## src/rtl/pipe_adder_pkg.sv

```systemverilog
// ----------------------------------------------------------------------------
// pipe_adder_pkg
//   Shared constants and types for the pipelined adder/subtractor.
//   DEF_WIDTH  : default operand/sum width in bits
//   DEF_STAGES : default number of register slices
//   mode_e     : operation select carried on the 'sub' port (ADD=0, SUB=1)
// ----------------------------------------------------------------------------
package pipe_adder_pkg;

   localparam int DEF_WIDTH  = 8;
   localparam int DEF_STAGES = 2;

   typedef enum logic {
      ADD = 1'b0,
      SUB = 1'b1
   } mode_e;

endpackage : pipe_adder_pkg

```

## src/rtl/add_slice.sv

```systemverilog
// ----------------------------------------------------------------------------
// add_slice
//   W-bit combinational ripple adder used once per pipeline stage.
//   a, b : slice operands
//   ci   : carry into the slice LSB
//   s    : slice sum
//   co   : carry out of the slice MSB
// ----------------------------------------------------------------------------
module add_slice
   import pipe_adder_pkg::*;
#(
   parameter int W = 4
) (
   input  logic [W-1:0] a,
   input  logic [W-1:0] b,
   input  logic         ci,
   output logic [W-1:0] s,
   output logic         co
);

   // One extra bit on each operand so the MSB carry lands in 'co'.
   assign {co, s} = {1'b0, a} + {1'b0, b} + {{W{1'b0}}, ci};

endmodule : add_slice

```

## src/rtl/pipe_adder.sv

```systemverilog
// ----------------------------------------------------------------------------
// pipe_adder
//   Pipelined add/subtract unit with valid/ready handshakes on both sides.
//   The operands are split into STAGES slices of WIDTH/STAGES bits; stage k
//   adds slice k using the carry registered by stage k-1, while the operand
//   slices still to be added and the sum slices already produced travel
//   forward in the stage registers. Latency is STAGES cycles.
//
//   clk, rst_n          : clock, asynchronous active-low reset
//   in_valid / in_ready : operand handshake (a, b, cin, sub)
//   sub                 : 0 = a + b + cin, 1 = a + ~b + ~cin (a - b - cin)
//   out_valid/out_ready : result handshake (sum, cout, ovf)
//   cout                : carry out of the MSB (in subtract mode 1 = no borrow)
//   ovf                 : two's-complement signed overflow
// ----------------------------------------------------------------------------
module pipe_adder
   import pipe_adder_pkg::*;
#(
   parameter int WIDTH  = DEF_WIDTH,
   parameter int STAGES = DEF_STAGES
) (
   input  logic             clk,
   input  logic             rst_n,
   input  logic             in_valid,
   output logic             in_ready,
   input  logic [WIDTH-1:0] a,
   input  logic [WIDTH-1:0] b,
   input  logic             cin,
   input  logic             sub,
   output logic             out_valid,
   input  logic             out_ready,
   output logic [WIDTH-1:0] sum,
   output logic             cout,
   output logic             ovf
);

   localparam int W    = WIDTH / STAGES;
   localparam int LAST = STAGES - 1;

   // Subtraction is addition of the inverted operand with inverted carry-in.
   mode_e            mode;
   logic [WIDTH-1:0] b_eff;
   logic             cin_eff;

   assign mode    = mode_e'(sub);
   assign b_eff   = (mode == SUB) ? ~b : b;
   assign cin_eff = cin ^ (mode == SUB);

   // Stage registers: ar_q/br_q hold the operand slices not yet added,
   // shifted down so the next slice to add always sits in bits [W-1:0].
   logic             vld_q [STAGES];
   logic             c_q   [STAGES];
   logic [WIDTH-1:0] ar_q  [STAGES];
   logic [WIDTH-1:0] br_q  [STAGES];
   logic [WIDTH-1:0] sum_q [STAGES];
   logic             ovf_q;

   // Per-stage combinational inputs and slice adder results.
   logic             vld_in   [STAGES];
   logic             c_in     [STAGES];
   logic [WIDTH-1:0] ar_in    [STAGES];
   logic [WIDTH-1:0] br_in    [STAGES];
   logic [WIDTH-1:0] sum_in   [STAGES];
   logic [W-1:0]     s_slice  [STAGES];
   logic             co_slice [STAGES];
   logic             ovf_nxt;
   logic             adv;

   // Global stall: every stage moves together unless a finished result is
   // being held back. An empty output stage always lets bubbles advance.
   assign adv      = !vld_q[LAST] || out_ready;
   assign in_ready = adv;

   for (genvar k = 0; k < STAGES; k++) begin : g_stage
      if (k == 0) begin : g_head
         assign vld_in[k] = in_valid;
         assign c_in[k]   = cin_eff;
         assign ar_in[k]  = a;
         assign br_in[k]  = b_eff;
         assign sum_in[k] = '0;
      end else begin : g_body
         assign vld_in[k] = vld_q[k-1];
         assign c_in[k]   = c_q[k-1];
         assign ar_in[k]  = ar_q[k-1];
         assign br_in[k]  = br_q[k-1];
         assign sum_in[k] = sum_q[k-1];
      end

      add_slice #(.W(W)) u_slice (
         .a  (ar_in[k][W-1:0]),
         .b  (br_in[k][W-1:0]),
         .ci (c_in[k]),
         .s  (s_slice[k]),
         .co (co_slice[k])
      );

      // NOTE: state registers use non-blocking assignments so every stage
      // samples the values its neighbour held before this edge.
      always_ff @(posedge clk or negedge rst_n) begin
         if (!rst_n) begin
            // NOTE: data registers are cleared along with the valid bits so
            // the outputs read as zero after reset rather than as X.
            vld_q[k] <= 1'b0;
            c_q[k]   <= 1'b0;
            ar_q[k]  <= '0;
            br_q[k]  <= '0;
            sum_q[k] <= '0;
         end else if (adv) begin
            vld_q[k] <= vld_in[k];
            c_q[k]   <= co_slice[k];
            ar_q[k]  <= ar_in[k] >> W;
            br_q[k]  <= br_in[k] >> W;
            sum_q[k] <= sum_in[k] | (WIDTH'(s_slice[k]) << (k * W));
         end
      end
   end

   // The last stage adds the top slice, so its MSBs are the operand and sum
   // sign bits needed for signed overflow.
   assign ovf_nxt = (ar_in[LAST][W-1] == br_in[LAST][W-1]) &&
                    (s_slice[LAST][W-1] != ar_in[LAST][W-1]);

   always_ff @(posedge clk or negedge rst_n) begin
      if (!rst_n) begin
         ovf_q <= 1'b0;
      end else if (adv) begin
         ovf_q <= ovf_nxt;
      end
   end

   assign out_valid = vld_q[LAST];
   assign sum       = sum_q[LAST];
   assign cout      = c_q[LAST];
   assign ovf       = ovf_q;

endmodule : pipe_adder

```

## config.mk

```make
export PLATFORM = sky130hd
export DESIGN_NAME = pipe_adder
export DESIGN_NICKNAME = d
export VERILOG_FILES = /design/src/rtl/pipe_adder_pkg.sv /design/src/rtl/add_slice.sv /design/src/rtl/pipe_adder.sv
export SDC_FILE = /design/constraint.sdc
export NUM_CORES = 1
export LEC_CHECK = 0
export BUFFER_PORTS_ARGS = -buffer_cell sky130_fd_sc_hd__buf_2
export CAP_MARGIN = 5
export CORE_ASPECT_RATIO = 1.4
export CORE_UTILIZATION = 55
export DETAILED_ROUTE_END_ITERATION = 8
export PLACE_DENSITY = 0.87
export SKIP_CTS_REPAIR_TIMING = 1
export SLEW_MARGIN = 5
export SYNTH_ARGS = -nofsm -noshare
export SYNTH_HDL_FRONTEND = slang
export SYNTH_SLANG_ARGS = --single-unit
```

## constraint.sdc

```tcl
create_clock -name clk -period 2.5 [get_ports clk]
set_input_delay 0.375 -clock clk [delete_from_list [all_inputs] [get_ports clk]]
set_output_delay 0.375 -clock clk [all_outputs]
set_load 0.05 [all_outputs]
```

# Yosys cells after proc, flatten, opt, wreduce, memory -nomap -nowiden
# Cells that the tools add are included.
# W data, S select, Z words.
[word_totals]
word_cells = 22
in_bits = 22
ff_bits = 25
[classes]
n_reduce_logical = 3
eq_ne = 2
addsub = 4
mux = 1
n_bitwise = 3
[ops]
columns = ["operator", "n"]
rows = [
  ["$add A4 B4 Y5", 2],
  ["$add A5 B1 Y5", 2],
  ["$mux W8", 1],
  ["$not A8 Y8", 1],
  ["$or A4 B8 Y8", 1],
  ["$eq A1 B1 Y1", 1],
  ["$logic_and A1 B1 Y1", 1],
  ["$logic_not A1 Y1", 1],
  ["$logic_or A1 B1 Y1", 1],
  ["$ne A1 B1 Y1", 1],
  ["$xor A1 B1 Y1", 1],
]

# Logic depth before layout (Yosys ltp)
[depth]
depth_word = 4
ltp_mapped = 7
mapped_depth_nobuf = 6

# Cells and area by module
# From an unflattened synthesis, not the netlist that was laid out.
[hier_totals]
hier_cells = 99
area_unflattened_um2 = 1407.6
[modules_own_cells]
columns = ["mod", "n_inst", "area_each_um2", "seq_area_each_um2", "cells_per_inst"]
rows = [
  ["pipe_adder", 1, 1119.8, 625.6, 67],
  ["add_slice", 2, 143.9, 0.0, 16],
]

# Worst setup path after synthesis
# No wires, ideal clock.
[synth_path]
path_kind = "input to register"
from = "input sub"
to = "register c_q, in the netlist c_in[0]"
arrival_time_ns = 1.937
setup_time_ns = 0.140
slack_ns = 0.423
n_path_buf = 1
cell_stages = 7
cell_sequence = "buf_2 > xor2_1 > fa_1 > fa_1 > a21o_1 > a21oi_1 > a21oi_1"
[synth_via]
elab_chain_len = 3
[synth_lines]
columns = ["element", "line", "text"]
rows = [
  ["from (decl)", "pipe_adder.sv:29", "input logic sub,"],
  ["$mux W8", "pipe_adder.sv:46", "assign b_eff = (mode == SUB) ? ~b : b;"],
  ["$add A4 B4 Y5", "add_slice.sv:22", "assign {co, s} = {1'b0, a} + {1'b0, b} + {{W{1'b0}}, ci};"],
  ["$add A5 B1 Y5 *", "add_slice.sv:22", ""],
  ["to (signal, indexed assignment)", "pipe_adder.sv:110", "c_q[k] <= co_slice[k];"],
  ["to (decl)", "pipe_adder.sv:52", "logic c_q [STAGES];"],
]
# Mark *: on every way between the ends. The rest lies on a longest branch, timed or not.
# A chain may end at the register's enable or synchronous reset.

# Final worst setup path
[layout_path]
from = "register vld_q, in the netlist out_valid"
to = "output in_ready"
[layout_via]
elab_chain_len = 2
[layout_lines]
columns = ["element", "line", "text"]
rows = [
  ["from (decl)", "pipe_adder.sv:51", "logic vld_q [STAGES];"],
  ["from (signal, indexed assignment)", "pipe_adder.sv:109", "vld_q[k] <= vld_in[k];"],
  ["$logic_not A1 Y1", "pipe_adder.sv:71", "assign adv = !vld_q[LAST] || out_ready;"],
  ["$logic_or A1 B1 Y1", "pipe_adder.sv:71", ""],
  ["to (decl)", "pipe_adder.sv:25", "output logic in_ready,"],
]
# Every way passes these cells.

==> metrics.txt <==
outcome=finished clean; final-stage net count=201; Max IR drop VDD=0.542 mV; RSZ-0062 raised after global routing=no; final WL=between 2 and 2.5 mm; post-synth net total=between 150 and 200; TritonRoute pass-1 iters=4; Worst EP arrival=approximately 1.5 ns; Comb power frac=44.2%; setup_tns=0 ns; synth warn=0; non-filler instance count after layout=190; Synth Area in XOR/XNOR=6.70%; IO Count=34; post-synthesis sequential area ratio=47.8%; crit path time final=1.86 ns; # port buffers=33; Core Area=~2200 um^2; Pint=approximately 750 uW; Avg Inst Size Synth=9.61 um^2; num rows=20; Synth Area in Simple Gates=17.0%; # DRC=0; largest family of logic cells by synthesized area=simple AND/OR/NAND/NOR gates; routability cong.=0.746; die area=2580 um^2; Clock Pin Slew Worst Setup and Hold Paths=0.13 ns; area growth from synthesis to layout=14.6%; switching part of the total=44.5%; post-route ant nets=0; fin crit share=74.4%; Slew Limit Fails=0; Placed Area=~1500 um^2; Layout fillers=186; pin count of the biggest net entering global routing=27; total track usage=21.3%; Synth cell types=27; number of max-cap violations=0; n_diodes=0; peak fanout along the critical path=25; vias in the first global route=993; Sink Count=25; Root Buffer Master=clkbuf_4; Crit. End Element=output pin; final instance area=1500 um^2; final setup fails=0; Iter 0 DRT Violations=30; TritonCTS clock tree=built; Longest Clk Path Bufs=2; Synth Area in Adders=a little under an eighth; clock share of power=approximately 14%; Mapped Cells=136; clk_skew=about 0.0073 ns; Final Hold Viols=0; DIE HEIGHT=about 60 um; placed cell count=186; wire per inst=12.3 um; H-tree depth=1; vias=1025; CTS Buf Count=3; compound-cell area share of the yosys netlist=between 10% and 20%; initial antenna violation count=0; Reg power frac=about 42%; Lkg Pwr=0.783 nW; global route total overflow=0; share of cells above drive strength 1=a little under a quarter; Starting Density=59.4%; startpoint types=flip-flop; Tightest Pin Transition=0.534 ns; Psw=598 uW; die width=43.2 um; CP Class=reg -> out; Via density=5.39; Worst Hold Class=in -> async; CP Data Required Time=2.12 ns; Final HPWL DP=1.77 mm; Clk Latency, worst-skew pair=around 0.33 ns; PD cells=897 nW/um^2; Relative slew margins=around 64%; global-route wire length before repair=about 4.0 mm; mapped cell area=1310 um^2; worst hold slack=0.0105 ns; mux share of post-synthesis cell area=less than 1%; post-synthesis register bit count=25; Max Fclk=538 MHz
[cell type report]
type / instances / area (um^2) / area share (%)
Clock buffer: 4 / 26.3 / 1.75
Inverter: 7 / 26.3 / 1.75
Multi-Input combinational cell: 98 / 621 / 41.4
Sequential cell: 25 / 626 / 41.7
Tap cell: 22 / 27.5 / 1.84
Timing Repair Buffer: 34 / 173 / 11.5
[flip-flops by register name, summed over array words and instances, names as in the netlist]
name	count
vld_in	1
cout	1
sum_in	4
ovf	1
ar_in	4
br_in	4
c_in	1
out_valid	1
sum	8
[worst max-delay path, stage by stage (launching register included)]
cell	delay (ns)
dfrtp_1	0.40
nor2b_4	0.13
inv_2	0.29
buf_2	0.34
[power groups by stage]
stage | Sequential, mW | Clock (mW) | Combinational [mW]
2_1_floorplan | 0.797 | 0 | 0.233
3_3_place_gp | 0.570 | 0 | 0.580
3_5_place_dp | 0.576 | 0 | 0.601
4_1_cts | 0.570 | 0.189 | 0.601
5_1_grt | 0.583 | 0.206 | 0.645
6_report | 0.568 | 0.182 | 0.595
[cells in the final DEF, fill, tap and decap left out, types with 2 or more instances in the layout]
master | netlist | routed
nand2_1 | 42 | 42
buf_2 | 4 | 33
dfrtp_1 | 25 | 25
o21ai_0 | 9 | 9
xor2_1 | 6 | 6
a21oi_1 | 6 | 6
ha_1 | 6 | 6
inv_1 | 5 | 5
xnor2_1 | 4 | 4
nor2_1 | 4 | 4
fa_1 | 4 | 4
clkbuf_4 | 0 | 3
nor2b_1 | 2 | 2
a21o_1 | 2 | 2
a211oi_1 | 2 | 2
nand3_1 | 2 | 2
a21boi_0 | 2 | 2
[cells by family after synthesis]
family,Yosys count
muxes,1
and+or+nand+nor,53
adders and majority gates,10
xor gates and xnor gates,10
buffers and inverters,13
AOI/OAI and AO/OA,24
DFF,25
[path summary, 6_finish.rpt]
path,start,to,slack (ns),depth (start not counted)
worst min-delay path,rst_n,sum[2]$_DFFE_PN0P_,0.01,1
worst max-delay path,out_valid$_DFFE_PN0P_,in_ready,0.64,3
worst max register to register,ar_in[0]$_DFFE_PN0P_,cout$_DFFE_PN0P_,0.91,6
worst min register to register,sum[4]$_DFFE_PN0P_,sum[4]$_DFFE_PN0P_,0.47,2
min in group clk,a[6],ar_in[2]$_DFFE_PN0P_,0.24,3
max in group asynchronous,rst_n,br_in[1]$_DFFE_PN0P_,2.13,1
[stage by stage]
step / util (%) / setup slack, ns / total power [mW]
after floorplan: - / 0.423 / 1.03
after global placement: 66.9 / 0.371 / 1.15
after detailed placement: 66.9 / 0.331 / 1.18
after CTS: 68.1 / 0.618 / 1.36
after global routing: 68.1 / 0.551 / 1.43
final: 68.1 / 0.640 / 1.35
[cells in the mapped netlist]
cell | number | area (um^2)
a211oi_1 | 2 | 15.0
a21boi_0 | 2 | 15.0
a21o_1 | 2 | 15.0
a21oi_1 | 6 | 30.0
buf_2 | 4 | 20.0
buf_6 | 1 | 11.3
clkbuf_1 | 1 | 3.75
clkinv_1 | 1 | 3.75
dfrtp_1 | 25 | 626
fa_1 | 4 | 80.1
ha_1 | 6 | 75.1
inv_1 | 5 | 18.8
inv_2 | 1 | 3.75
mux2i_1 | 1 | 10.0
nand2_1 | 42 | 158
nand2b_1 | 1 | 6.26
nand3_1 | 2 | 10.0
nor2_1 | 4 | 15.0
nor2b_1 | 2 | 12.5
nor2b_4 | 1 | 13.8
o2111ai_1 | 1 | 8.76
o21ai_0 | 9 | 45.0
o31ai_1 | 1 | 7.51
o41ai_1 | 1 | 8.76
or4_1 | 1 | 7.51
xnor2_1 | 4 | 35.0
xor2_1 | 6 | 52.6
[metal layers]
layer	track usage (%)	routed length (um)	vias up	part of all wire, %
li1	-	-	506	-
met1	24.6	965	483	41
met2	35.6	1200	29	51
met3	5.44	105	7	4.5
met4	12.1	72	0	3.1
met5	0	0	-	0
(Power assumes the default switching activity.)
